`src/rtl/addon_pkg.sv`:
```
`default_nettype none
// ============================================================================
// Module      : addon_pkg
// Description : Shared definitions for the accumulate add-on controller:
//               FSM state encoding, bit positions of the control and status
//               fields on the uio bus, and the fixed uio output-enable value.
// Revision    : 1.0 - initial release
// ============================================================================
package addon_pkg;

    typedef enum logic [1:0] {
        ST_IDLE  = 2'd0,
        ST_ACCUM = 2'd1,
        ST_DONE  = 2'd2
    } state_t;

    // Control bits carried on uio_in
    localparam int UIO_OP_VALID = 0;
    localparam int UIO_OP_LAST  = 1;
    localparam int UIO_RES_ACK  = 2;
    localparam int UIO_SAT_MODE = 3;

    // Status bits driven on uio_out
    localparam int STAT_OP_READY  = 4;
    localparam int STAT_RES_VALID = 5;
    localparam int STAT_OVERFLOW  = 6;
    localparam int STAT_DROP_ERR  = 7;

    // Upper nibble of uio is output, lower nibble is input
    localparam logic [7:0] UIO_OE = 8'hF0;

endpackage : addon_pkg
`default_nettype wire

```
`src/rtl/addon_if.sv`:
```
`default_nettype none
// ============================================================================
// Module      : addon_if
// Description : Pad-side bus of the add-on controller.
//               ena     - design enable
//               ui_in   - 8-bit unsigned operand
//               uio_in  - control: op_valid, op_last, res_ack, sat_mode
//               uo_out  - result register
//               uio_out - status: op_ready, res_valid, overflow, drop_err
//               uio_oe  - uio direction (constant)
//               slave modport is the design side, master the driving side.
// Revision    : 1.0 - initial release
// ============================================================================
interface addon_if;
    logic       ena;
    logic [7:0] ui_in;
    logic [7:0] uio_in;
    logic [7:0] uo_out;
    logic [7:0] uio_out;
    logic [7:0] uio_oe;

    modport slave (
        input  ena, ui_in, uio_in,
        output uo_out, uio_out, uio_oe
    );

    modport master (
        output ena, ui_in, uio_in,
        input  uo_out, uio_out, uio_oe
    );
endinterface : addon_if
`default_nettype wire

```
`src/rtl/addon_adder8.sv`:
```
`default_nettype none
// ============================================================================
// Module      : addon_adder8
// Description : Combinational 8-bit adder with optional saturation.
//               a, b  - unsigned operands
//               sat   - 1: clamp to 8'hFF on carry, 0: wrap
//               sum   - 8-bit result (clamped or wrapped)
//               carry - carry-out of the 9-bit internal sum
// Revision    : 1.0 - initial release
// ============================================================================
module addon_adder8 (
    input  wire logic [7:0] a,
    input  wire logic [7:0] b,
    input  wire logic       sat,
    output logic      [7:0] sum,
    output logic            carry
);

    logic [8:0] w_full;

    assign w_full = {1'b0, a} + {1'b0, b};
    assign carry  = w_full[8];
    assign sum    = (w_full[8] && sat) ? 8'hFF : w_full[7:0];

endmodule : addon_adder8
`default_nettype wire

```
`src/rtl/tt_um_addon_ctrl.sv`:
```
`default_nettype none
// ============================================================================
// Module      : tt_um_addon_ctrl
// Description : Streaming accumulator controller. Operands arriving on
//               ui_in are summed (wrap or saturate per operand) until one is
//               flagged last; the total is then presented on uo_out with
//               res_valid until acknowledged.
//               clk   - system clock, rising edge
//               rst_n - synchronous active-low reset
//               bus   - addon_if.slave (ena, ui_in, uio_in, uo_out,
//                       uio_out, uio_oe)
// Revision    : 1.0 - initial release
// ============================================================================
module tt_um_addon_ctrl
    import addon_pkg::*;
(
    input  wire logic clk,
    input  wire logic rst_n,
    addon_if.slave    bus
);

    state_t     r_state;
    logic [7:0] r_acc;
    logic [7:0] r_result;
    logic       r_overflow;
    logic       r_drop_err;
    // Set by every reset edge so op_ready stays low until reset is released
    logic       r_in_reset;

    logic       w_op_valid;
    logic       w_op_last;
    logic       w_res_ack;
    logic       w_sat_mode;
    logic       w_op_ready;
    logic       w_accept;
    logic [7:0] w_sum;
    logic       w_carry;
    logic       w_unused;

    assign w_op_valid = bus.uio_in[UIO_OP_VALID];
    assign w_op_last  = bus.uio_in[UIO_OP_LAST];
    assign w_res_ack  = bus.uio_in[UIO_RES_ACK];
    assign w_sat_mode = bus.uio_in[UIO_SAT_MODE];
    assign w_unused   = &{1'b0, bus.uio_in[7:4]};

    assign w_op_ready = bus.ena && !r_in_reset && (r_state != ST_DONE);
    assign w_accept   = w_op_valid && w_op_ready;

    addon_adder8 u_adder (
        .a     (r_acc),
        .b     (bus.ui_in),
        .sat   (w_sat_mode),
        .sum   (w_sum),
        .carry (w_carry)
    );

    always_ff @(posedge clk) begin
        if (!rst_n) begin
            r_state    <= ST_IDLE;
            r_acc      <= 8'd0;
            r_result   <= 8'd0;
            r_overflow <= 1'b0;
            r_drop_err <= 1'b0;
            r_in_reset <= 1'b1;
        end else begin
            r_in_reset <= 1'b0;
            if (bus.ena) begin
                case (r_state)
                    ST_IDLE: begin
                        // First operand of a transaction loads directly;
                        // it also starts a fresh error/overflow record.
                        if (w_accept) begin
                            r_acc      <= bus.ui_in;
                            r_overflow <= 1'b0;
                            r_drop_err <= 1'b0;
                            if (w_op_last) begin
                                r_result <= bus.ui_in;
                                r_state  <= ST_DONE;
                            end else begin
                                r_state  <= ST_ACCUM;
                            end
                        end
                    end
                    ST_ACCUM: begin
                        if (w_accept) begin
                            r_acc <= w_sum;
                            if (w_carry) begin
                                r_overflow <= 1'b1;
                            end
                            if (w_op_last) begin
                                r_result <= w_sum;
                                r_state  <= ST_DONE;
                            end
                        end
                    end
                    ST_DONE: begin
                        // Operands offered while the result is pending are
                        // lost; flag it even if the ack arrives together.
                        if (w_op_valid) begin
                            r_drop_err <= 1'b1;
                        end
                        if (w_res_ack) begin
                            r_state <= ST_IDLE;
                        end
                    end
                    default: begin
                        r_state <= ST_IDLE;
                    end
                endcase
            end
        end
    end

    always_comb begin
        bus.uio_out                 = 8'h00;
        bus.uio_out[STAT_OP_READY]  = w_op_ready;
        bus.uio_out[STAT_RES_VALID] = (r_state == ST_DONE);
        bus.uio_out[STAT_OVERFLOW]  = r_overflow;
        bus.uio_out[STAT_DROP_ERR]  = r_drop_err;
    end

    assign bus.uo_out = r_result;
    assign bus.uio_oe = UIO_OE;

endmodule : tt_um_addon_ctrl
`default_nettype wire

```
`src/flat_wrapper.sv`:
```
// flat-port wrapper written by rule: the top's interface ports become plain ports
module tt_um_addon_ctrl_flat import addon_pkg::*;
  (clk, rst_n, bus_ena, bus_ui_in, bus_uio_in, bus_uo_out, bus_uio_out, bus_uio_oe);
  addon_if bus_i ();
  input  wire logic clk;
  input  wire logic rst_n;
  input wire logic [$bits(bus_i.ena)-1:0] bus_ena;
  input wire logic [$bits(bus_i.ui_in)-1:0] bus_ui_in;
  input wire logic [$bits(bus_i.uio_in)-1:0] bus_uio_in;
  output wire logic [$bits(bus_i.uo_out)-1:0] bus_uo_out;
  output wire logic [$bits(bus_i.uio_out)-1:0] bus_uio_out;
  output wire logic [$bits(bus_i.uio_oe)-1:0] bus_uio_oe;
  assign bus_i.ena = bus_ena;
  assign bus_i.ui_in = bus_ui_in;
  assign bus_i.uio_in = bus_uio_in;
  assign bus_uo_out = bus_i.uo_out;
  assign bus_uio_out = bus_i.uio_out;
  assign bus_uio_oe = bus_i.uio_oe;
  tt_um_addon_ctrl u_core (.clk(clk), .rst_n(rst_n), .bus(bus_i));
endmodule
```
`config.mk`:
```
export PLATFORM = sky130hd
export DESIGN_NAME = tt_um_addon_ctrl_flat
export DESIGN_NICKNAME = d
export VERILOG_FILES = /design/src/rtl/addon_pkg.sv /design/src/rtl/addon_if.sv /design/src/rtl/addon_adder8.sv /design/src/rtl/tt_um_addon_ctrl.sv /design/src/flat_wrapper.sv
export SDC_FILE = /design/constraint.sdc
export NUM_CORES = 1
export LEC_CHECK = 0
export ABC_AREA = 1
export BUFFER_PORTS_ARGS = -buffer_cell sky130_fd_sc_hd__buf_2
export CAP_MARGIN = 20
export CORE_UTILIZATION = 50
export CTS_CLUSTER_SIZE = 20
export DETAILED_ROUTE_END_ITERATION = 16
export PLACE_DENSITY = 0.81
export SETUP_SLACK_MARGIN = 0.05
export SLEW_MARGIN = 15
export SYNTH_ARGS = -nofsm -noshare
export SYNTH_HDL_FRONTEND = slang
export SYNTH_SLANG_ARGS = --single-unit
```
`constraint.sdc`:
```
create_clock -name clk -period 2.36 [get_ports clk]
set_clock_uncertainty 0.05 [all_clocks]
set_input_delay 0.354 -clock clk [delete_from_list [all_inputs] [get_ports clk]]
set_output_delay 0.354 -clock clk [all_outputs]
set_load 0.02 [all_outputs]
```
==> results of run 1 <==
power by group:
| group | leakage, nW | total [W] | switching (W) | internal [W] |
|---|---|---|---|---|
| combinational | 0.588 | 0.000148 | 0.0000959 | 0.0000525 |
| clock | 0.0150 | 0.000170 | 0.000105 | 0.0000658 |
| sequential | 0.171 | 0.000371 | 0.00000672 | 0.000364 |
state kept, by name, indices dropped and copies added, names as in the netlist:
register	flops
u_core.r_acc	8
u_core.r_overflow	1
u_core.r_in_reset	1
u_core.r_drop_err	1
u_core.r_state	2
u_core.bus.uo_out	8
cell usage after synthesis (all sizes together):
master	instances
ha	8
nand4	1
buf	18
clkinv	2
o22ai	1
fa	1
o21ai	19
inv	18
a21oi	22
clkbuf	1
o2111ai	1
o21bai	6
dfxtp	21
nand2	38
or2	4
nand3	8
conb	2
nor3	3
xor2	1
xnor2	2
nor2	12
a211oi	1
logic make-up (layout without fill, tap and decap cells):
logic type / after synthesis / in the layout / share of synthesized area, %
and+or+nand+nor: 66 / 66 / 21.8
AOI/OAI and AO/OA: 50 / 50 / 20.4
buffers and inverters: 39 / 51 / 17.0
DFF: 21 / 21 / 29.8
adders and majority gates: 9 / 9 / 8.53
xor gates and xnor gates: 3 / 3 / 1.87
other: 2 / 12 / 0.533
metrics by stage:
stage | power [W] | hold WS [ns] | setup slack [ns]
floorplan | 0.000506 | 0.390 | 0.496
global placement | 0.000524 | 0.400 | 0.129
global route | 0.000734 | 0.299 | 0.0822
finish | 0.000690 | 0.305 | 0.288
detailed placement | 0.000527 | 0.400 | 0.126
CTS | 0.000699 | 0.297 | 0.296
routing by layer:
| layer | wire length [um] | share of wire [%] | track usage (%) |
|---|---|---|---|
| met5 | 0 | 0 | 0 |
| met4 | 36 | 1.4 | 5.83 |
| met3 | 143 | 5.5 | 4.37 |
| met2 | 1230 | 47 | 34.1 |
| met1 | 1200 | 46 | 23.2 |
path summary, 6_finish.rpt:
check / end / depth (start not counted) / from
worst max-delay path: u_core.bus.uo_out[5] / 10 / u_core.r_acc[0]
worst min-delay path: u_core.r_drop_err / 3 / bus_uio_in[0]
worst max register to register: u_core.bus.uo_out[5] / 10 / u_core.r_acc[0]
worst min register to register: u_core.r_drop_err / 2 / u_core.r_drop_err
worst max-delay path, cell delays in order (launching register included):
cell and delay (ns):
dfxtp_1 0.33, ha_1 0.21, fa_1 0.40, nand2_1 0.09, nand2_1 0.09, nand3_1 0.09
nand2_1 0.08, nand2_1 0.09, nand2_1 0.16, o21ai_0 0.29, a21oi_1 0.10
final cells by class:
cell class              instances  area, um2  share of cell area [%]
well taps                      30       37.5                    2.52
clock buffers                   4       26.3                    1.76
multi-input cells             140        787                    52.9
flip-flops and latches         21        420                    28.2
repair buffers                 27        138                    9.24
inverters                      20       80.1                    5.38
==> results.json, run 1 <==
{
  "final_util_pct": 58.0,
  "fp.dieH_um": 55.1,
  "p_per_area_nw_per_um2": 463,
  "antenna_found_initial": 0,
  "die-area_um2": 3030,
  "io_buffers": 26,
  "cts_resized": 0,
  "fmaxAchievable_mhz": 483,
  "track_usage_pct": 19.4,
  "place_congestion": 0.790,
  "routedWlPerCell_um": 10.8,
  "synth-seq-area-share_pct": 29.8,
  "area_growth_pct": 5.68,
  "ys_ff_latch": 21,
  "grt_pass1_wl_um": 4200,
  "yosysTopAreaCellShare_pct": 29.8,
  "fin_tns_setup_ns": 0,
  "cap_violations": 0,
  "initial_core_util_pct": 54.9,
  "outcome": "finished, final reports clean",
  "postCtsHoldBufs": 0,
  "yosysWarnings": 0,
  "end_kind": "flop",
  "vias_per_cell": 5.10,
  "ant_nets": 0,
  "cts_tree": "yes",
  "cts_buffers": 3,
  "finalCritPeriodShare_pct": 87.8,
  "cts_num_sinks": 21,
  "grt_overflow": 0,
  "drt-initial-drc-count": 14,
  "hold_viol_final": 0,
  "mostFrequentLayoutCells": "36 x nand2_1, 26 x buf_2, 21 x dfxtp_1",
  "hp-class": "input port to flop",
  "syn_area_um2": 1410,
  "clock_latency_ns": 0.30,
  "rows": 18,
  "setup_viol": 0,
  "core-area_um2": 2570,
  "yosysUniqueCellTypes": 33,
  "pin_count": 43,
  "vias": 1233,
  "grt_pass1_vias": 1019,
  "cts_max_level": 1,
  "leakagePower_nw": 0.773,
  "dp.cells": 238,
  "ctsRootBufferMaster": "clkbuf_4",
  "clk_pin_slew_ns": 0.11,
  "rsz0062_at_grt": "no",
  "fin_crit_ns": 2.07,
  "antenna_cells": 0,
  "die_w_um": 55.1,
  "drc": 0,
  "stdcell_count": 242,
  "dr.pass1.iters": 4,
  "grt_max_degree": 19,
  "cts_setup_buffers": 0,
  "avgSynthCellArea_um2": 7.42,
  "critPathMaxFanout": 7,
  "drive_gt1_share_pct": 21.2,
  "fin_nets": 241,
  "hpwl_um": 2020,
  "fill_cells": 275,
  "slew_violations": 0,
  "required_ns": 2.50,
  "routed_wl_um": 2610,
  "ys_top_cells_by_area": "dfxtp_1 30%, nand2_1 9.6%, buf_4 8.0%",
  "place_area_um2": 1460,
  "clockBufferDepth": 2,
  "startpoint_type": "flop",
  "yosysTopAreaCell": "dfxtp_1",
  "final_common_cell": "nand2_1",
  "r2r_setup_slack_ns": 0.29,
  "final_area_um2": 1490,
  "path_class": "flop to flop",
  "ir_drop_uv": 376,
  "synthCells": 190,
  "arrival_ns": 2.21
}
(Power assumes the default switching activity.)
==> run 2: changes to the inputs <==
==> constraint.sdc (replaced) <==
create_clock -name clk -period 2.36 [get_ports clk]
set_clock_uncertainty 0.05 [all_clocks]
set_input_delay 0.472 -clock clk [delete_from_list [all_inputs] [get_ports clk]]
set_output_delay 0.472 -clock clk [all_outputs]
set_load 0.02 [all_outputs]
==> run 2 against run 1 <==
  * Setup slack better by 0.035 ns
  * Total power up 0.23%
  * Via count is 2.4% lower
==> results.json, run 2 (synthesis gave the netlist of run 1 again) <==
{
  "stdcell_count": 244,
  "dr.pass1.iters": 4,
  "routed_wl_um": 2490,
  "die_w_um": 55.1,
  "track_usage_pct": 17.9,
  "final_common_cell": "nand2_1",
  "ant_nets": 0,
  "vias": 1203,
  "cts_tree": "yes",
  "fmaxAchievable_mhz": 491,
  "outcome": "finished, final reports clean",
  "place_area_um2": 1480,
  "io_buffers": 26,
  "reg2reg_from": "u_core.r_acc[0]",
  "worstPathCellList": "ha_1 -> fa_1 -> nand2_1 -> nand2_1 -> nand3_1 -> nand2_1 -> nand2_1 -> nand2_1 -> o21bai_1 -> a21oi_1",
  "postCtsHoldBufs": 0,
  "cap_violations": 0,
  "fp.dieH_um": 55.1,
  "cpMaxStageDelayCell": "fa_1",
  "die-area_um2": 3030,
  "drive_gt1_share_pct": 22.0,
  "startpoint_type": "flop",
  "grt_overflow": 0,
  "clk_pin_slew_ns": 0.11,
  "clock_latency_ns": 0.30,
  "end_kind": "flop",
  "cts_resized": 0,
  "ir_drop_uv": 409,
  "path_class": "flop to flop",
  "area_growth_pct": 6.75,
  "whs_ns": 0.415,
  "slew_violations": 0,
  "grt_pass1_wl_um": 3920,
  "fin_nets": 243,
  "final_area_um2": 1500,
  "mostFrequentLayoutCells": "36 x nand2_1, 26 x buf_2, 21 x dfxtp_1",
  "arrival_ns": 2.18,
  "hpwl_um": 2000,
  "initial_core_util_pct": 54.9,
  "finalCritPeriodShare_pct": 86.3,
  "cts_buffers": 3,
  "hp-class": "input port to flop",
  "cts_num_sinks": 21,
  "antenna_found_initial": 0,
  "cpMostUsedCell": "nand2_1",
  "holdCritStartpoint": "bus_uio_in[0]",
  "required_ns": 2.50,
  "fin_crit_ns": 2.04,
  "leakagePower_nw": 0.784,
  "final_util_pct": 58.6,
  "drt-initial-drc-count": 16,
  "grt_pass1_vias": 966,
  "clockBufferDepth": 2,
  "cts_setup_buffers": 0,
  "rows": 18,
  "vias_per_cell": 4.93,
  "pin_count": 43,
  "drc": 0,
  "path_delay_family": "adder cells",
  "place_congestion": 0.803,
  "critPathLaunch": "u_core.r_acc[0]",
  "grt_max_degree": 19,
  "antenna_cells": 0,
  "fin_tns_setup_ns": 0,
  "hold_viol_final": 0,
  "routedWlPerCell_um": 10.2,
  "core-area_um2": 2570,
  "critPathMaxFanout": 7,
  "dp.cells": 240,
  "p_per_area_nw_per_um2": 460,
  "ctsRootBufferMaster": "clkbuf_4",
  "rsz0062_at_grt": "no",
  "setup_viol": 0,
  "crit_buf_inv": 0,
  "slowest_delay_ns": 0.40,
  "cts_max_level": 1,
  "fill_cells": 269
}
## run 2: path summary, 6_finish.rpt
path | end | slack, ns | cells after the start
max | u_core.r_acc[4] | 0.32 | 10
min reg2reg | u_core.r_drop_err | 0.41 | 2
max reg2reg | u_core.r_acc[4] | 0.32 | 10
min | u_core.r_drop_err | 0.41 | 3
## run 2: power by group
group	internal [W]	switching [W]	leakage (nW)
sequential	0.000364	0.00000679	0.171
combinational	0.0000535	0.0000950	0.599
clock	0.0000659	0.000106	0.0150
total	0.000484	0.000208	0.784
## run 2: worst reg2reg max path, cell delays in order, from the launching register on
cell and delay [ns]:
dfxtp_1 0.33, ha_1 0.21, fa_1 0.40, nand2_1 0.08
nand2_1 0.08, nand3_1 0.09, nand2_1 0.08, nand2_1 0.08
nand2_1 0.15, o21bai_1 0.27, a21oi_1 0.10
## run 2: metrics by stage
| step | setup WS, ns | total power, W |
|---|---|---|
| after global routing | 0.107 | 0.000731 |
| after CTS | 0.305 | 0.000696 |
| after floorplan | 0.378 | 0.000506 |
| after global placement | 0.0136 | 0.000526 |
| after detailed placement | 0.0140 | 0.000528 |
| final | 0.323 | 0.000691 |
## run 2: area by class of cell
class                   count  area (um2)  share of cell area, %
flip-flops and latches     21         420                   28.0
inverters                  20        80.1                   5.32
multi-input cells         140         787                   52.3
repair buffers             29         153                   10.1
clock buffers               4        26.3                   1.75
well taps                  30        37.5                   2.50
## run 2: routing by layer
metal | global-route usage [%] | vias up | wire length, um
met1 | 22.4 | 529 | 1200
met4 | 1.25 | 0 | 0
met2 | 31.1 | 29 | 1160
met5 | 0 | - | 0
li1 | - | 645 | -
met3 | 5.74 | 0 | 131
